**src/rtl/wdt_timeout_core.sv**
```systemverilog
// -----------------------------------------------------------------------------
// wdt_timeout_core
//
// Watchdog counting engine running entirely in the watchdog clock domain (clk2).
// It consumes the already-synchronized enable (WDEN), kick level (WDLIVE) and
// timeout limit (WTOCNT) from the register/CDC wrapper. It counts while enabled,
// restarts on every rising edge of the kick level, and raises a sticky timeout
// flag once the count reaches the programmed limit. The wrapper resynchronizes
// wto_o back into the system clock domain.
//
// Optional feature macro: WDT_PRESCALE_EN
//   When defined, the counter advances (and the limit compare is evaluated)
//   only once every PRESCALE clocks. When undefined, no prescaler exists and
//   the counter ticks on every clock.
// -----------------------------------------------------------------------------
module wdt_timeout_core #(
    parameter int unsigned CNT_W    = 32,
    parameter int unsigned PRESCALE = 16
) (
    input  logic             clk2,
    input  logic             rst2_n,
    input  logic             wden_i,
    input  logic             wdlive_i,
    input  logic [CNT_W-1:0] wtocnt_i,
    input  logic             wtocnt_vld_i,
    output logic             wto_o,
    output logic [CNT_W-1:0] cnt_o,
    output logic [1:0]       state_o
);

    // Encodings are visible on state_o, so they are fixed explicitly.
    typedef enum logic [1:0] {
        ST_IDLE    = 2'd0,
        ST_COUNT   = 2'd1,
        ST_TIMEOUT = 2'd2
    } state_e;

    state_e           state_q;
    state_e           state_d;
    logic [CNT_W-1:0] cnt_q;
    logic [CNT_W-1:0] cnt_d;
    logic [CNT_W-1:0] limit_q;
    logic [CNT_W-1:0] limit_d;
    logic             wto_q;
    logic             wto_d;
    logic             wdlive_q;

    logic             kick;
    logic             tick;
    logic             limit_hit;

    // A kick is the rising edge of the synchronized live level; holding the
    // level high therefore counts as exactly one kick.
    assign kick = wdlive_i & ~wdlive_q;

    // The compare uses the registered limit, so a freshly written limit only
    // takes part in the decision from the edge after it was loaded. Using >=
    // rather than == means a limit lowered below the current count still
    // fires on the next compare instead of letting the counter run on.
    assign limit_hit = (cnt_q >= limit_q);

`ifdef WDT_PRESCALE_EN
    // Prescaler width covers 0..PRESCALE-1; a PRESCALE of 1 still needs one bit.
    localparam int unsigned      PRE_W    = (PRESCALE > 1) ? $clog2(PRESCALE) : 1;
    localparam logic [PRE_W-1:0] PRE_LAST = PRE_W'(PRESCALE - 1);

    logic [PRE_W-1:0] pre_q;
    logic [PRE_W-1:0] pre_d;

    // The counter only advances on the last prescaler phase.
    assign tick = (pre_q == PRE_LAST);

    // Prescaler only runs while counting; any restart (enable drop, kick,
    // entering COUNT, or a completed tick) brings it back to phase 0.
    always_comb begin
        pre_d = '0;
        if ((state_q == ST_COUNT) && wden_i && !kick && !tick) begin
            pre_d = pre_q + PRE_W'(1);
        end
    end

    // Prescaler phase register.
    always_ff @(posedge clk2 or negedge rst2_n) begin
        if (!rst2_n) begin
            pre_q <= '0;
        end else begin
            pre_q <= pre_d;
        end
    end
`else
    // Without the prescaler every clock is a counter tick.
    assign tick = 1'b1;
`endif

    // The limit register accepts a new value whenever the CDC presents one,
    // independent of the FSM state.
    always_comb begin
        limit_d = limit_q;
        if (wtocnt_vld_i) begin
            limit_d = wtocnt_i;
        end
    end

    // Next-state and next-output logic. Priority inside one edge is:
    // enable dropped, then kick, then the limit compare.
    always_comb begin
        state_d = state_q;
        cnt_d   = cnt_q;
        wto_d   = wto_q;

        case (state_q)
            ST_IDLE: begin
                cnt_d = '0;
                wto_d = 1'b0;
                if (wden_i) begin
                    state_d = ST_COUNT;
                end
            end

            ST_COUNT: begin
                if (!wden_i) begin
                    state_d = ST_IDLE;
                    cnt_d   = '0;
                end else if (kick) begin
                    cnt_d = '0;
                end else if (tick) begin
                    if (limit_hit) begin
                        state_d = ST_TIMEOUT;
                        wto_d   = 1'b1;
                    end else begin
                        cnt_d = cnt_q + CNT_W'(1);
                    end
                end
            end

            ST_TIMEOUT: begin
                if (!wden_i) begin
                    state_d = ST_IDLE;
                    wto_d   = 1'b0;
                    cnt_d   = '0;
                end else if (kick) begin
                    state_d = ST_COUNT;
                    wto_d   = 1'b0;
                    cnt_d   = '0;
                end
            end

            default: begin
                state_d = ST_IDLE;
                cnt_d   = '0;
                wto_d   = 1'b0;
            end
        endcase
    end

    // State, count, flag, limit and kick-edge registers. Reset is asynchronous
    // so a reset asserted mid-operation clears outputs without a clock edge.
    always_ff @(posedge clk2 or negedge rst2_n) begin
        if (!rst2_n) begin
            state_q  <= ST_IDLE;
            cnt_q    <= '0;
            wto_q    <= 1'b0;
            limit_q  <= '0;
            wdlive_q <= 1'b0;
        end else begin
            state_q  <= state_d;
            cnt_q    <= cnt_d;
            wto_q    <= wto_d;
            limit_q  <= limit_d;
            wdlive_q <= wdlive_i;
        end
    end

    // All outputs come straight from registers, so they cannot glitch.
    assign wto_o   = wto_q;
    assign cnt_o   = cnt_q;
    assign state_o = state_q;

    // A prescaler of zero would never tick; reject that configuration.
    always_comb begin
        assert (PRESCALE >= 1);
    end

    // The sticky flag is high exactly while the FSM sits in TIMEOUT.
    assert property (@(posedge clk2) disable iff (!rst2_n)
                     wto_q == (state_q == ST_TIMEOUT));

endmodule

```
**config.mk**
```make
export PLATFORM = sky130hd
export DESIGN_NAME = wdt_timeout_core
export DESIGN_NICKNAME = d
export VERILOG_FILES = /design/src/rtl/wdt_timeout_core.sv
export SDC_FILE = /design/constraint.sdc
export NUM_CORES = 1
export LEC_CHECK = 0
export CORE_MARGIN = 2
export CORE_UTILIZATION = 35
export DETAILED_ROUTE_END_ITERATION = 6
export DONT_BUFFER_PORTS = 1
export GPL_ROUTABILITY_DRIVEN = 0
export HOLD_SLACK_MARGIN = 0.08
export PLACE_DENSITY = 0.63
export SETUP_SLACK_MARGIN = 0.02
export SLEW_MARGIN = 20
export SYNTH_ARGS = -nofsm -noshare
export SYNTH_HDL_FRONTEND = slang
export SYNTH_SLANG_ARGS = --single-unit
```
**constraint.sdc**
```tcl
create_clock -name clk2 -period 2.8 [get_ports clk2]
set_clock_uncertainty 0.05 [all_clocks]
set_input_delay 0.42 -clock clk2 [delete_from_list [all_inputs] [get_ports clk2]]
set_output_delay 0.42 -clock clk2 [all_outputs]
set_load 0.02 [all_outputs]
```
**After elaboration in Yosys (flattened, before gate mapping)**

Cells that the tools add are included.

- Memories kept: 0
- Memory bits (read-only): 0
- Logic and storage cells: 42
- Latch bits: 0
- Input port bits: 37
- Bits in writable memories: 0
- Flip-flop bits (word level): 68
- Output and inout bits: 35

- Multipliers: 0
- Reductions and logical operators: 4
- Add/subtract/negate cells: 1
- $lt $le $gt $ge: 1
- Muxes and demuxes: 19
- Bitwise operators: 2
- Equality and inequality tests: 10
- Shift operators: 0
- Div/mod/pow operators: 0

Operator list:

| cell | number |
|---|---|
| $mux 32 | 5 |
| $pmux 32 s2 | 1 |
| $add 32x1->32 const B | 1 |
| $ge 32x32->1 | 1 |
| $mux 2 | 6 |
| $ne 3x3->1 const B | 3 |
| $ne 2x2->1 const B | 4 |
| $reduce_and 4->1 | 2 |
| $pmux 2 s3 | 1 |
| $mux 1 | 5 |
| $ne 4x4->1 const B | 1 |
| $eq 2x1->1 const B | 1 |
| $eq 2x2->1 const B | 1 |
| $logic_not 2->1 | 1 |
| $pmux 1 s2 | 1 |
| $reduce_and 2->1 | 1 |
| $and 1x1->1 | 1 |
| $not 1->1 | 1 |

**Depth between registers and ports, before layout**

- Word-level depth: 5
- Gate-level depth with buffers: 11
- Gate-level depth less buffers: 9

**Least setup slack after synthesis**

OpenSTA, ideal clock, no wires.

- Path kind: reg-to-reg
- From: register cnt_q[17], in the netlist cnt_o[17]
- To: register cnt_q[10], in the netlist cnt_o[10]
- Cell stages (with the launch flop): 10
- Slack: -0.112 ns
- Path buffers: 1
- Period minus slack after synthesis: 2.912 ns
- Required time: 2.681 ns
- Arrival time: 2.793 ns
- Cell sequence: dfrtp_1 > ha_1 > a21oi_1 > o21ai_1 > a221o_1 > a2111o_1 > or2_1 > buf_6 > or4_1 > nand3_1

- Longest elaborated chain between the ends: 3

RTL lines:

| what | RTL line | text |
|---|---|---|
| from (decl) | 40 | `logic [CNT_W-1:0] cnt_q;` |
| from (signal assigned) | 167 | `cnt_q <= cnt_d;` |
| $ge 32x32->1 | 60 | `assign limit_hit = (cnt_q >= limit_q);` |
| $ne 4x4->1 (no line) | - |  |
| $reduce_and 2->1 (no line) | - |  |

No other way between the ends.
A chain may end at the register's enable or synchronous reset.

**Final worst setup path**

- From: register limit_q[21]
- To: register cnt_q[6], in the netlist cnt_o[6]

- Longest elaborated chain between the ends: 3

RTL lines:

| what | RTL line | text |
|---|---|---|
| from (decl) | 42 | `logic [CNT_W-1:0] limit_q;` |
| from (signal assigned) | 169 | `limit_q <= limit_d;` |
| $ge 32x32->1 | 60 |  |
| $ne 4x4->1 (no line) | - |  |
| $reduce_and 2->1 (no line) | - |  |

No other way between the ends.

==> flow_metrics.tcl <==
set metrics [dict create \
    p_per_area_mw_per_mm2 455 \
    dr.max_layer_used "met4" \
    clk_latency_ns 0.34 \
    wire_per_inst_um 17.6 \
    row_count 38 \
    setup_viol 0 \
    dr_wl_met2_mm 5.42 \
    irDropWorstVdd_mv 0.400 \
    htreeDepth 3 \
    netlist_instances 457 \
    fp.dieH_um 111 \
    grt_max_degree 69 \
    die_x_um 111 \
    clock-sinks 68 \
    wl_met3_um 679 \
    crit_arrival_ns 3.02 \
    vias 3672 \
    critical_path_required_ns 3.03 \
    rsz0062_at_grt "yes" \
    syn_area_per_cell_sq_um 8.70 \
    nNetsFinal 578 \
    wl_met1_mm 5.08 \
    ant_nets 0 \
    fin_crit_sh_pct 99.7 \
    drt_iter0_drc 275 \
    drive_gt1_share_pct 21.3 \
    dpl.hpwl_mm 7.90 \
    firstDrtPassIters 5 \
    fp.coreArea_sq_mm 0.0110 \
    initial_core_util_pct 36.2 \
    final_common_cell "nand2_1" \
    synth.area.top_cells "dfrtp_1 43%, ha_1 10%, nand2_1 6.8%" \
    drc 0 \
    critPathKind "reg2reg" \
    cts_buffers 9 \
    finalHoldViolCount 0 \
    finalPower_mw 2.30 \
    viasPerCell 5.63 \
    drv_slew 0 \
    wirelength_mm 11.5 \
    finalCriticalPeriod_ns 2.79 \
    synth_top_area_cell "dfrtp_1" \
    die_area_sq_mm 0.0122 \
    fmax_ghz 0.358 \
    min_path_type "in2reg" \
    p_leak_nw 2.35 \
    final_area_sq_mm 0.00507 \
    yosys_warnings 0 \
    antenna_found_initial 0 \
    synth_top_area_share_pct 42.8 \
    grt_util_all_layers_pct 19.0 \
    seq_area_frac_synth_pct 42.8 \
    cts-root-buf "clkbuf_16" \
    worst_slew_pin_slew_ns 0.844 \
    yosys_register_bits 68 \
    grt_pass1_vias 3591 \
    final_cell_mix "72 x nand2_1, 61 x dfrtp_1, 49 x buf_4" \
    end_kind "flip-flop" \
    grt-ovfl-total 0 \
    area_growth_pct 27.4 \
    syn_area_sq_mm 0.00398 \
    status "finished, final reports clean" \
    setup_slack_ns 0.00703 \
    grt_first_pass_wirelength_mm 18.6 \
    maxCapViolCount 0 \
    clk_transition_reported_paths_ns 0.06 \
    cts_tree "yes" \
    portBuffers 0 \
    io_pins 72 \
    worstSetupStartpointType "flip-flop" \
    ys_types 45 \
    pre_cts_ws_ns -0.0603 \
    antenna_cells 0 \
    clockBufferDepth 2 \
    place_area_sq_mm 0.00448 \
    syn-num-nets 527 \
    worstPathMaxFanout 6 \
    slew_headroom_pct 43.6 \
    tns_ns 0 \
]
## flip-flops by register name, summed over array words and instances, names as in the netlist
signal	flops
cnt_o	32
limit_q	32
state_o	2
wdlive_q	1
wto_o	1
## what timing repair did
action / CTS / global route
cloned: 0 / 3
endpoints found under the hold margin: 69 / 0
gates resized for setup: 4 / 26
hold buffers: 3 / 0
setup buffers: 1 / 8
setup endpoints to repair: 11 / 17
pin swaps: 3 / 10
## where the power goes
part	internal [mW]	leakage [nW]	switching, mW
logic	0.0758	1.34	0.123
registers	1.03	0.874	0.0162
clock network	0.640	0.135	0.421
total	1.74	2.35	0.560
## worst max-delay path: stages (launching register included)
cell and delay [ns]:
dfrtp_1 0.37, inv_2 0.08, ha_4 0.20, and4_1 0.20
a221o_1 0.35, a2111o_1 0.44, or2_4 0.30, buf_12 0.14
or4_1 0.50, nand3_1 0.09
## cell usage after synthesis (all sizes together)
| master | number |
|---|---|
| nand3 | 31 |
| and4 | 4 |
| nand2 | 72 |
| nand4 | 8 |
| a21o | 7 |
| a41oi | 1 |
| nor3 | 9 |
| o311ai | 7 |
| o211ai | 8 |
| o211a | 1 |
| and2 | 4 |
| a311oi | 3 |
| or3 | 5 |
| nor4b | 1 |
| clkbuf | 17 |
| a32oi | 2 |
| inv | 38 |
| buf | 2 |
| or2 | 2 |
| mux2 | 1 |
| ha | 33 |
| a31o | 1 |
| a21oi | 16 |
| o21ai | 47 |
| and3 | 6 |
| o221a | 1 |
| o21a | 1 |
| nand2b | 6 |
| a31oi | 17 |
| nor4 | 5 |
| a41o | 1 |
| nand4b | 1 |
| a211oi | 1 |
| a221o | 1 |
| a211o | 2 |
| or4 | 4 |
| a22oi | 1 |
| a2111o | 2 |
| nor2 | 16 |
| a32o | 1 |
| dfrtp | 68 |
| nor2b | 3 |
## metal layers
metal  vias up  global-route usage [%]
li1       1769                       -
met1      1756                    24.7
met2       117                    29.9
met3        30                    5.49
met4         0                    7.58
met5         -                       0
## per-stage QoR
step / utilization (%) / cells / hold slack, ns
2_1_floorplan: - / 457 / 0.0744
3_3_place_gp: 40.7 / 622 / 0.0783
3_5_place_dp: 40.7 / 622 / 0.0782
4_1_cts: 43.8 / 641 / 0.115
5_1_grt: 46.1 / 652 / 0.125
6_report: 46.1 / 652 / 0.129
## path summary, 6_finish.rpt
check / from / end / slack (ns) / depth (start not counted)
max: limit_q[21]$_DFFE_PN0P_ / cnt_o[6]$_DFFE_PN0P_ / 0.007 / 9
min: wtocnt_vld_i / limit_q[30]$_DFFE_PN0P_ / 0.13 / 1
min reg2reg: limit_q[7]$_DFFE_PN0P_ / limit_q[7]$_DFFE_PN0P_ / 0.49 / 2
max in group asynchronous: rst2_n / cnt_o[19]$_DFFE_PN0P_ / 1.79 / 2
max reg2reg: limit_q[21]$_DFFE_PN0P_ / cnt_o[6]$_DFFE_PN0P_ / 0.007 / 9
min in group asynchronous: rst2_n / limit_q[30]$_DFFE_PN0P_ / 0.55 / 2
## cell families after synthesis
| family | count (synthesis) | share of synthesized area [%] |
|---|---|---|
| multiplexers | 1 | 0.283 |
| AND/OR/NAND/NOR | 177 | 21.6 |
| adder cells (fa/ha/maj) | 33 | 10.4 |
| AO/OA/AOI/OAI | 121 | 19.4 |
| flip-flops | 68 | 42.8 |
| buffers and inverters | 57 | 5.60 |
## layout make-up
| class | count | area [sq um] |
|---|---|---|
| multi-input cells | 332 | 2230 |
| repair buffers | 59 | 539 |
| clock buffers | 13 | 260 |
| inverters | 38 | 143 |
| fillers | 1032 | 5920 |
| clock inverters | 2 | 10.0 |
| flip-flops and latches | 68 | 1710 |
| well taps | 140 | 175 |
No activity file was read; power rests on OpenSTA's default activity.
